$ cat config.mk
export PLATFORM = sky130hd
export DESIGN_NAME = restoring_divider_nb
export DESIGN_NICKNAME = d
export VERILOG_FILES = /design/src/rtl/div_pkg.sv /design/src/rtl/full_subtractor_nb.sv /design/src/rtl/restoring_divider_nb.sv
export SDC_FILE = /design/constraint.sdc
export NUM_CORES = 1
export LEC_CHECK = 0
export CORE_AREA = 2 2 76 78
export DETAILED_ROUTE_END_ITERATION = 8
export DIE_AREA = 0 0 78 80
export PLACE_DENSITY = 0.75
export SLEW_MARGIN = 5
export SYNTH_ARGS = -nofsm -noshare
export SYNTH_HDL_FRONTEND = slang
export SYNTH_SLANG_ARGS = --single-unit
export TNS_END_PERCENT = 20
$ cat constraint.sdc
create_clock -name clk -period 2 [get_ports clk]
set_input_delay 0.4 -clock clk [delete_from_list [all_inputs] [get_ports clk]]
set_output_delay 0.4 -clock clk [all_outputs]
set_load 0.01 [all_outputs]
$ cat src/rtl/div_pkg.sv
// Shared types and sizing helpers for the restoring divider.
package div_pkg;

   typedef enum logic [1:0] {
      IDLE = 2'd0,
      RUN  = 2'd1,
      DONE = 2'd2
   } state_t;

   // Iteration counter width: must hold the value n itself.
   function automatic int cnt_w(input int n);
      return $clog2(n) + 1;
   endfunction

endpackage

$ cat src/rtl/full_subtractor_nb.sv
// Combinational n-bit subtractor: {bout, diff} = a - b - bin.
module full_subtractor_nb #(
   parameter int n = 9
) (
   input  logic [n-1:0] a,
   input  logic [n-1:0] b,
   input  logic         bin,
   output logic [n-1:0] diff,
   output logic         bout
);

   logic [n:0] wide;

   always_comb begin
      wide = {1'b0, a} - {1'b0, b} - {{n{1'b0}}, bin};
      diff = wide[n-1:0];
      bout = wide[n];
   end

endmodule

$ cat src/rtl/restoring_divider_nb.sv
// Multi-cycle unsigned restoring divider, one trial subtraction per cycle.
//
// state | meaning
// IDLE  | waiting for start
// RUN   | shifting/subtracting, cnt iterations remain
// DONE  | results valid, done pulse; may accept a new start
module restoring_divider_nb
   import div_pkg::*;
#(
   parameter int N = 8
) (
   input  logic         clk,
   input  logic         rst_n,
   input  logic         start,
   input  logic [N-1:0] dividend,
   input  logic [N-1:0] divisor,
   output logic         busy,
   output logic         done,
   output logic [N-1:0] quotient,
   output logic [N-1:0] remainder,
   output logic         div_by_zero
);

   localparam int CW = cnt_w(N);

   state_t        state;
   state_t        state_nx;
   logic [N:0]    r;
   logic [N-1:0]  q;
   logic [N-1:0]  d;
   logic [CW-1:0] cnt;

   logic [N:0]    shifted;
   logic [N:0]    diff;
   logic          bout;
   logic [N:0]    r_nx;
   logic [N-1:0]  q_nx;
   logic          accept;
   logic          zero_div;
   logic          last_iter;
   logic          unused_r_msb;

   // R never exceeds the divisor, so its top bit is only headroom for the shift.
   assign unused_r_msb = r[N];

   assign shifted   = {r[N-1:0], q[N-1]};
   assign accept    = start && (state != RUN);
   assign zero_div  = (divisor == '0);
   assign last_iter = (cnt == CW'(1));

   full_subtractor_nb #(.n(N+1)) u_sub (
      .a    (shifted),
      .b    ({1'b0, d}),
      .bin  (1'b0),
      .diff (diff),
      .bout (bout)
   );

   always_comb begin
      r_nx = bout ? shifted : diff;
      q_nx = {q[N-2:0], ~bout};
   end

   always_ff @(posedge clk or negedge rst_n) begin
      if (!rst_n) state <= IDLE;
      else        state <= state_nx;
   end

   always_comb begin
      state_nx = state;
      unique case (state)
         IDLE, DONE: begin
            if (start) state_nx = zero_div ? DONE : RUN;
            else       state_nx = IDLE;
         end
         RUN:     state_nx = last_iter ? DONE : RUN;
         default: state_nx = IDLE;
      endcase
   end

   always_comb begin
      busy = (state == RUN);
      done = (state == DONE);
   end

   always_ff @(posedge clk or negedge rst_n) begin
      if (!rst_n) begin
         r           <= '0;
         q           <= '0;
         d           <= '0;
         cnt         <= '0;
         quotient    <= '0;
         remainder   <= '0;
         div_by_zero <= 1'b0;
      end else if (accept) begin
         if (zero_div) begin
            quotient    <= '1;
            remainder   <= dividend;
            div_by_zero <= 1'b1;
         end else begin
            r   <= '0;
            q   <= dividend;
            d   <= divisor;
            cnt <= CW'(N);
         end
      end else if (state == RUN) begin
         r   <= r_nx;
         q   <= q_nx;
         cnt <= cnt - CW'(1);
         if (last_iter) begin
            quotient    <= q_nx;
            remainder   <= r_nx[N-1:0];
            div_by_zero <= 1'b0;
         end
      end
   end

endmodule

==> results list, run 1 <==
- EDFF count, synth: 0
* Total inserted antenna cells: 0
- Gpl congestion: 0.870
- Min-delay worst type: in -> async
- Wire length per cell: 15.6 um
* Insertion delay of the later-clocked pin in the worst-skew pair: 0.30 ns
- Placement Setup Slack: -0.175 ns
* Data arrival time at the worst-slack endpoint: 2.30 ns
* Count of mapped cells out of synthesis: 280
- For the pin with the worst max-slew slack, the measured transition is 0.481 ns.
- dfrtp_1 takes more of the synthesized area than any other cell.
* Main area contributors after synthesis: dfrtp_1 45%, nand2_1 8.5%, ha_1 4.8%, o21ai_0 3.1%, mux2i_1 2.3%
- FMAX: 0.484 GHz
- Leak: 1.56 nW
- Placed Area: 3310 sq um
- Maximum number of pins on one net before global-route repair: 22
- The first global-routing pass estimated 11.4 mm of wire.
- Max Slew Vio Count: 0
- Share of post-route cells with drive strength above 1: 0.223
* Final Power: 6.84 mW
- Final Instance Area: 3550 sq um
- Number of synthesized register bits: 47
* Final antenna-violating net count: 0
- Detail-routed via count per cell: 5.60
* Status: finished, violations left
- Summed over all layers, the routed wires come to 6.69 mm.
- Nature of the critical path startpoint: flip-flop
- Library cell used as clock root buffer: clkbuf_8
* Clock transition time at the flip-flop clock pins of the worst setup and hold paths: 0.09 ns
- Detailed placement finished with a half-perimeter wire length of 4.85 mm.
* Clock net sink count: 47
* Placed Instances: 414
- Peak supply drop: 1.03 mV
- Count leader, synth: nand2_1
- Critical Path Fanout Max: 3
- Vias in the first global route: 2405
- Core region area: 5410 sq um
- Max Buffers Root-to-Sink: 2
- The share of synthesized area in the top cell type comes to 0.453.
- Share of the clock period used by the worst path: 1.03
* Synth Cell Area: 2590 sq um
- Initial antenna violation count: 0
- The average instance in the mapped netlist occupies 9.26 sq um.
- Detailed-routing iteration count for the pre-antenna-repair pass: 4
- Prevailing post-synth register cell: dfrtp_1
* Vias after detailed routing: 2408
- Max-cap violations in this run came to 0.
- Synthesis instantiated 54 different standard cells from the library.
- For the final routed database, the setup TNS stands at -0.151 ns.
- By count the netlist is led by 59 x nand2_1, 47 x dfrtp_1, 16 x o21ai_0.
- For the worst flop-to-flop path, the logic depth is 8.
- The startpoint identified for the worst register-to-register timing path is r[0].
- The floorplan step set the die height to 80 um.
- The number of nets handed over by synthesis was 310.
* Area enclosed by the die boundary: 6240 sq um
* Number of buffers created by CTS: 5
- Violations in the final reports: negative setup slack
* Total count of hold-check failures in the final report: 0
* Count of non-filler cells in the finished layout: 430
* Count of pins on the block boundary: 38
- DRC viols: 0
* Final Worst Setup Slack: -0.0656 ns
- Sequential element share of the synthesized area: 0.453
- Total number of yosys warnings: 0
- Initial core utilization: 0.480
- Clock period minus worst slack: 2.07 ns
- From synthesis to final layout, the design area changed by 36.8%.
* Clock tree from TritonCTS: built
* Worst-case clock skew: 0.00680 ns
* Worst R2R End: remainder[4]
- Final count of negative-setup-slack endpoints: 4
- In the global route stage, overall resource usage came out at 0.231.
* Number of rows in the core area: 27
- After synthesis, the share of flip-flops with an asynchronous set or reset is 1.00.
- In this run the tightest slew margin relative to its limit is 0.679.
* X dimension of the die: 78 um
* Required time at the worst-slack endpoint: 2.23 ns
- For this block, the initial DRC count from the detailed router was 142.
- Buffers placed on the I/O ports in this run total 37.
- Power density of the placed cells: 1930 nW/um^2
* Crit Path Category: reg -> reg
* Type of destination of the critical path: flip-flop
* Clock H-tree levels: 2
- Post-layout nets: 387
- Setup repair after global routing missed its margin: true
- Setup slack on the worst reg-to-reg path comes out at -0.07 ns.
- GR Overflow Total: 0
==> cell usage in the layout, fill, tap and decap left out, drive strengths merged, types with 3 or more instances in the layout <==
master	synthesis	routed
xor2	3	3
o22ai	8	8
nor2	8	8
dfrtp	47	47
a21o	4	4
a31oi	9	9
o21ai	20	20
nand4	5	5
mux2i	6	6
o31ai	6	6
inv	15	15
nor4	3	3
nand2b	3	3
nor3b	3	3
nand3	10	10
clkdlybuf4s50	0	36
buf	7	47
a21oi	9	9
nor3	4	4
clkbuf	6	7
ha	10	10
o211ai	5	5
nand2	59	59
==> worst max path at each step <==
stage	start	slack, ns	end	cells past startpoint
2_1_floorplan	r[0]	0.04	r[5]	6
3_3_place_gp	divisor[1]	-0.11	q[7]	6
3_5_place_dp	r[0]	-0.18	r[5]	6
4_1_cts	d[1]	-0.07	r[5]	7
5_1_grt	r[0]	-0.13	remainder[4]	8
6_report	r[0]	-0.07	remainder[4]	8
==> registers in the layout, indices dropped and copies added (netlist names) <==
register,count
d,8
div_by_zero,1
quotient,8
state,2
cnt,4
remainder,8
r,8
q,8
==> cells by family after synthesis <==
kind of cell,count (synthesis),share of synthesized area
buf+inv,28,0.0473
xor+xnor,5,0.0169
mux,6,0.0232
simple gates,105,0.189
flops,47,0.453
fa+ha+maj,11,0.0560
compound gates,78,0.214
==> worst max-delay path: stages, from the launching register on <==
cell and delay [ns]:
dfrtp_1 0.44, buf_6 0.14, buf_4 0.13, fa_2 0.41, a211oi_4 0.25, nor2_1 0.10
xor2_1 0.22, o21ai_1 0.12, a31oi_1 0.18
==> metal layers <==
layer / track usage / share of wire
met1: 0.305 / 0.44
met2: 0.388 / 0.48
met3: 0.0294 / 0.046
met4: 0.0877 / 0.029
met5: 0 / 0
==> cell type report <==
type	count	area, sq um
tap	72	90.1
clock inverter	1	7.51
clock buffer	7	96.3
inverter	15	56.3
sequential	47	1180
timing repair buffer	83	756
fill	426	1860
multi-input combinational	205	1370
==> power by group <==
part	internal, mW	switching [mW]
sequential	1.43	0.319
clock	0.315	0.322
combinational	2.17	2.29
total	3.91	2.93
==> through the flow <==
stage	hold slack (ns)	utilization
finish	0.0452	0.656
global route	0.0734	0.656
CTS	0.0573	0.646
detailed placement	0.390	0.612
global placement	0.378	0.612
floorplan	0.104	-
==> repair_timing <==
| item | 4_1_cts | 5_1_grt |
|---|---|---|
| gates resized for setup | 11 | 15 |
| buffers inserted | 8 | 1 |
| hold buffers | 0 | 0 |
| pin swaps | 8 | 7 |
| endpoints found under the setup margin | 14 | 18 |
(Power assumes the default switching activity.)
==> run 2, diff against run 1 <==
--- a/config.mk
+++ b/config.mk
@@ -9,6 +9,7 @@
 export DETAILED_ROUTE_END_ITERATION = 8
 export DIE_AREA = 0 0 78 80
 export PLACE_DENSITY = 0.75
+export SKIP_LAST_GASP = 1
 export SLEW_MARGIN = 5
 export SYNTH_ARGS = -nofsm -noshare
 export SYNTH_HDL_FRONTEND = slang
==> results list, run 2 (same netlist as run 1, synthesis figures left out) <==
* Worst relative slew slack: 0.680
* Crit Path Category: reg -> reg
- The floorplan step set the die height to 80 um.
- Leak: 1.56 nW
- Initial core utilization: 0.480
* Status: finished, violations left
- Type of destination of the critical path: flip-flop
- Data arrival time at the worst-slack endpoint: 2.26 ns
- In the layout the commonest cells are 59 x nand2_1, 47 x dfrtp_1, 41 x buf_4, 36 x clkdlybuf4s50_1, 14 x o21ai_0.
- Switching power share of the total: 0.427
- Number of rows in the core area: 27
- The first global-routing pass estimated 11.4 mm of wire.
- The initial antenna violation count came to 0.
- The max-slew violation count came to 0.
- After legalization and detailed placement, the total HPWL measured 4.85 mm.
- Subtracting the final worst setup slack from the clock period gives 2.05 ns.
- Final Worst Setup Slack: -0.0543 ns
* Internal power: 3.83 mW
* Clock net sink count: 47
- Footprint of the flip-flops and latches: 1180 sq um
- Final count of negative-setup-slack endpoints: 11
* Worst-case clock skew: 0.00785 ns
* DRC viols: 0
* Clock H-tree levels: 2
* Total inserted antenna cells: 0
* Library cell used as clock root buffer: clkbuf_8
* Area occupied by multi-input gates: 1340 sq um
- After detailed routing, the number of vias per cell comes to 5.53.
* Vias in the first global route: 2396
- The library cell used most frequently in the layout, excluding fill and tap cells, is nand2_1.
* Core region area: 5410 sq um
* Detailed-routing iteration count for the pre-antenna-repair pass: 4
* Detailed-route wire length: 6.62 mm
- Post-layout nets: 387
- Portion of total power attributed to sequential cells: 0.261
- Clock transition time at the flip-flop clock pins of the worst setup and hold paths: 0.09 ns
* Final Power: 6.68 mW
* Share of post-route cells with drive strength above 1: 0.204
- Share of total power in combinational logic: 0.643
* Nature of the critical path startpoint: flip-flop
- After the first detailed-routing iteration, the DRC count stood at 142.
* Count of pins on the block boundary: 38
- Vias after detailed routing: 2377
* Net switching power of the design: 2.85 mW
* Violations in the final reports: negative setup slack
- Power density of the placed cells: 1900 nW/um^2
- Number of buffers created by CTS: 5
- Max Buffers Root-to-Sink: 2
- Setup repair after global routing missed its margin: true
- In this run the worst path has a maximum fanout of 15.
- Share of the clock period used by the worst path: 1.03
- The final number of hold-violating endpoints was 0.
- For this run the aggregate overflow at the end of global routing stands at 0.
* Min-delay worst type: in -> async
- Hold_ws: 0.0432 ns
- Gpl congestion: 0.870
* X dimension of the die: 78 um
* Final antenna-violating net count: 0
- Across the run, the number of max-cap violations was 0.
* Global-route total usage across every layer: 0.231
- Maximum number of pins on one net before global-route repair: 22
- Clock power share: 0.096
* Required time at the worst-slack endpoint: 2.21 ns
- # port buffers: 37
- Clock tree from TritonCTS: built
- In the final routed layout, each cell accounts on average for 15.4 um.
- Slew of the pin with the lowest slew margin: 0.481 ns
* Area enclosed by the die boundary: 6240 sq um
* Filler cell count: 428
- FMAX: 0.487 GHz
- Insertion delay of the later-clocked pin in the worst-skew pair: 0.30 ns
* P&R area growth vs syn: 35.6%
- VDD sags by at most 0.951 mV.
run 2: worst max-delay path, cell delays in order (launching register included):
cell	delay (ns)
dfrtp_1	0.44
ha_4	0.18
or2_1	0.25
o221a_4	0.26
buf_4	0.14
o31ai_4	0.22
buf_12	0.17
a21oi_1	0.09
o31ai_1	0.20
run 2: path summary, 6_finish.rpt:
kind | startpoint | to | slack [ns] | cells after the start
max in group asynchronous | rst_n | d[1] | 1.39 | 2
min in group clk | d[4] | d[4] | 0.49 | 2
worst max register to register | r[0] | remainder[2] | -0.05 | 8
worst min-delay path | rst_n | remainder[4] | 0.04 | 1
worst min register to register | d[4] | d[4] | 0.49 | 2
worst max-delay path | r[0] | remainder[2] | -0.05 | 8
run 2: layout make-up:
type,count,area share
Clock buffer,7,0.0274
Clock inverter,1,0.00213
Inverter,15,0.0160
Multi-Input combinational cell,205,0.382
Sequential cell,47,0.334
Tap cell,72,0.0256
Timing Repair Buffer,83,0.213
run 2: timing repair:
item / 4_1_cts / 5_1_grt
endpoints found under the setup margin: 14 / 18
pin swaps: 7 / 4
hold buffers: 0 / 0
buffers inserted: 8 / 1
gates resized for setup: 10 / 4
run 2: layer usage:
| metal | wire, um | vias to the layer above | GRT usage | part of all wire |
|---|---|---|---|---|
| met3 | 304 | 11 | 0.0294 | 0.046 |
| li1 | - | 1162 | - | - |
| met1 | 2980 | 1129 | 0.304 | 0.45 |
| met4 | 142 | 0 | 0.0877 | 0.021 |
| met2 | 3200 | 75 | 0.390 | 0.48 |
| met5 | 0 | - | 0 | 0 |
run 2: power groups by stage:
| stage | clock network [mW] | logic (mW) | registers [mW] |
|---|---|---|---|
| after floorplan | 0 | 2.41 | 1.77 |
| after global placement | 0 | 3.79 | 1.74 |
| after detailed placement | 0 | 3.91 | 1.75 |
| after CTS | 0.655 | 4.14 | 1.73 |
| after global routing | 0.699 | 4.71 | 1.81 |
| final | 0.641 | 4.30 | 1.74 |
run 2: stage by stage:
| stage | setup slack [ns] | utilization | instances | TNS (ns) | cell area, sq um |
|---|---|---|---|---|---|
| 6_report | -0.0543 | 0.651 | 430 | -0.306 | 3520 |
| 5_1_grt | -0.135 | 0.651 | 430 | -1.57 | 3520 |
| 3_3_place_gp | -0.109 | 0.612 | 414 | -2.35 | 3310 |
| 3_5_place_dp | -0.175 | 0.612 | 414 | -2.50 | 3310 |
| 2_1_floorplan | 0.0434 | - | 280 | 0 | 2590 |
| 4_1_cts | -0.0691 | 0.646 | 429 | -0.350 | 3490 |
==> run 3, diff against run 2 <==
--- a/config.mk
+++ b/config.mk
@@ -5,10 +5,11 @@
 export SDC_FILE = /design/constraint.sdc
 export NUM_CORES = 1
 export LEC_CHECK = 0
-export CORE_AREA = 2 2 76 78
+export ABC_AREA = 1
+export CORE_AREA = 2 2 74 83
 export DETAILED_ROUTE_END_ITERATION = 8
-export DIE_AREA = 0 0 78 80
-export PLACE_DENSITY = 0.75
+export DIE_AREA = 0 0 76 85
+export PLACE_DENSITY = 0.74
 export SKIP_LAST_GASP = 1
 export SLEW_MARGIN = 5
 export SYNTH_ARGS = -nofsm -noshare
==> results list, run 3 <==
- Detailed placer's ending HPWL: 4.90 mm
* Final Instance Area: 3320 sq um
- Insertion delay of the later-clocked pin in the worst-skew pair: 0.30 ns
* Core region area: 5620 sq um
* Critical Path Fanout Max: 5
- Share of the core filled with cells: 0.591
- Leak: 1.68 nW
- Row generation in the floorplan step produced 29 rows.
- Count of pins on the block boundary: 38
- Detail-routed via count per cell: 5.05
* Clock H-tree levels: 2
- Power density of the placed cells: 1780 nW/um^2
- Footprint of the flip-flops and latches: 1180 sq um
* Crit Path Category: reg -> out
- Wire length per cell: 13.4 um
* Max Buffers Root-to-Sink: 2
- For this run, the register share of the synthesized area comes to 0.436.
* Slew of the pin with the lowest slew margin: 0.373 ns
- Once layout is complete, the cells apart from fillers number 471.
- Worst-case clock skew: 0.00659 ns
- The first global-routing pass estimated 10.7 mm of wire.
- Counting distinct cell types in the post-synthesis netlist gives 31.
- FMAX: 0.529 GHz
- Count leader, synth: nand2_1
- The detailed router finished its first iteration with 147 violations.
- Main area contributors after synthesis: dfrtp_1 44%, nand2_1 15%, inv_1 6.3%, o21ai_0 5.2%, ha_1 4.6%
* Placed Instances: 464
- Most frequent standard cell in the layout excluding fill and tap cells: nand2_1
* Total inserted antenna cells: 0
* Library cell used as clock root buffer: clkbuf_8
- Hold_ws: 0.00144 ns
* Number of synthesized register bits: 47
- Area occupied by multi-input gates: 1290 sq um
* Prevailing post-synth register cell: dfrtp_1
- The floorplan step defined a die boundary enclosing 6460 sq um.
- Post-CTS Hold Fix Bufs: 0
- Final count of negative-setup-slack endpoints: 0
* GR Overflow Total: 0
- Setup tns final: 0 ns
- Power comes to 5.91 mW.
* Area share of the largest cell type after synthesis: 0.436
- The number of global-route vias before repair came to 2351.
* Status: complete, no violations
* Synth Cell Area: 2700 sq um
- Worst relative slew slack: 0.751
- Post-synthesis net count: 376
- Gpl congestion: 0.779
* Met2 Use GR: 0.370
- During synthesis, Yosys emitted a total of 0 warnings.
- Number of buffers created by CTS: 5
* Share of post-route cells with drive strength above 1: 0.0888
- The initial utilization of the core area, before any placement, comes to 0.480.
- The count of buffers added on input and output ports is 37.
- Post-CTS timing repair inserted 0 buffers for setup.
- Share of the clock period used by the worst path: 0.946
* Global-route met3 utilization: 0.0319
- The final number of hold-violating endpoints is 0.
- For this run, the total global-route usage over all layers was measured as 0.207.
- M1 GR Usage: 0.257
- X dimension of the die: 76 um
* Cell taking the most area after synthesis: dfrtp_1
- Chip Height: 85 um
- EDFF count, synth: 0
* Initial antenna violation count: 0
* Peak supply drop: 0.868 mV
- Max Slew Vio Count: 0
- Clock period minus worst slack: 1.89 ns
- At the worst endpoint, the required time is 1.60 ns.
- Final Worst Setup Slack: 0.108 ns
- Post-layout nets: 424
- Setup repair after global routing missed its margin: true
- After detailed routing, the number of remaining DRC violations is 0.
- For the worst setup path, the data arrival time is 1.49 ns.
- By count the netlist is led by 111 x nand2_1, 47 x dfrtp_1, 45 x inv_1.
* Post-cts gate resize count: 0
* P&R area growth vs syn: 23.1%
- met2 is the most crowded layer.
* Filler cell count: 501
- Placement Setup Slack: 0.0179 ns
- Counting flops with an async set or reset pin after synthesis yields a share of 1.00.
- Maximum number of pins on one net before global-route repair: 19
- Once detail routing completed, the nets flagged for antenna violations numbered 0.
* Clock net sink count: 47
* Type of destination of the critical path: primary output
- The min-delay analysis places its worst path in the category in -> async.
- Clock tree from TritonCTS: built
* Nature of the critical path startpoint: flip-flop
- Detailed-routing iteration count for the pre-antenna-repair pass: 6
* Vias after detailed routing: 2378
- Detailed-route wire length: 6.30 mm
- Clock transition time at the flip-flop clock pins of the worst setup and hold paths: 0.08 ns
* Avg Cell Area, Syn: 7.80 sq um
- The top cell types in the final layout, fill and taps aside, are 110 x nand2_1, 47 x dfrtp_1, 45 x inv_1, 36 x clkdlybuf4s50_1, 28 x o21ai_0.
- Maximum Capacitance Violations: 0
* Count of mapped cells out of synthesis: 346
* Placed Area: 3210 sq um
-- run 3: cell count changes in the layout (fill, tap and decap cells not counted), moves of 6 or more --
cell      before  now
nand3b_1       0    7
inv_1         12   45
mux2i_1        6    0
a31oi_1        9    1
o21ai_0       14   28
nand3_1       10   16
or2_1          1   10
buf_4         41   10
nor2_1         8   23
nand2_1       59  110
-- run 3: cells by family (layout without fill, tap and decap cells) --
family / after synthesis / in the layout / synth area share
and+or+nand+nor: 186 / 186 / 0.325
DFF: 47 / 47 / 0.436
buffers and inverters: 58 / 106 / 0.0909
adders and majority gates: 11 / 11 / 0.0538
AOI/OAI and AO/OA: 40 / 40 / 0.0811
xor gates and xnor gates: 4 / 4 / 0.0130
-- run 3: critical path, stage by stage (launching register included) --
cell             delay, ns
dfrtp_1               0.43
nor2_4                0.20
clkdlybuf4s50_1       0.56
-- run 3: cell type report --
type	instances	share of cell area
timing repair buffer	48	0.139
clock buffer	6	0.0218
multi-input combinational	241	0.388
clock inverter	1	0.00904
sequential	47	0.354
inverter	51	0.0599
tap	77	0.0290
-- run 3: metal layers --
metal | share of wire | routed length, um | up-vias
met4 | 0.020 | 129 | 0
met5 | 0 | 0 | -
met2 | 0.51 | 3180 | 65
met1 | 0.43 | 2700 | 1116
li1 | - | - | 1185
met3 | 0.045 | 281 | 12
-- run 3: path summary, 6_finish.rpt --
path | slack, ns | startpoint | to | depth (start not counted)
max | 0.11 | state[1] | busy | 2
min | 0.001 | rst_n | div_by_zero | 1
max reg2reg | 0.16 | r[4] | remainder[2] | 9
min reg2reg | 0.50 | div_by_zero | div_by_zero | 2
max in group asynchronous | 1.44 | rst_n | state[0] | 2
min in group clk | 0.50 | div_by_zero | div_by_zero | 2
-- run 3: power breakdown --
group / internal [mW] / switching, mW / leakage [nW]
Sequential: 1.41 / 0.278 / 0.564
Clock: 0.367 / 0.306 / 0.0513
Combinational: 1.46 / 2.09 / 1.06
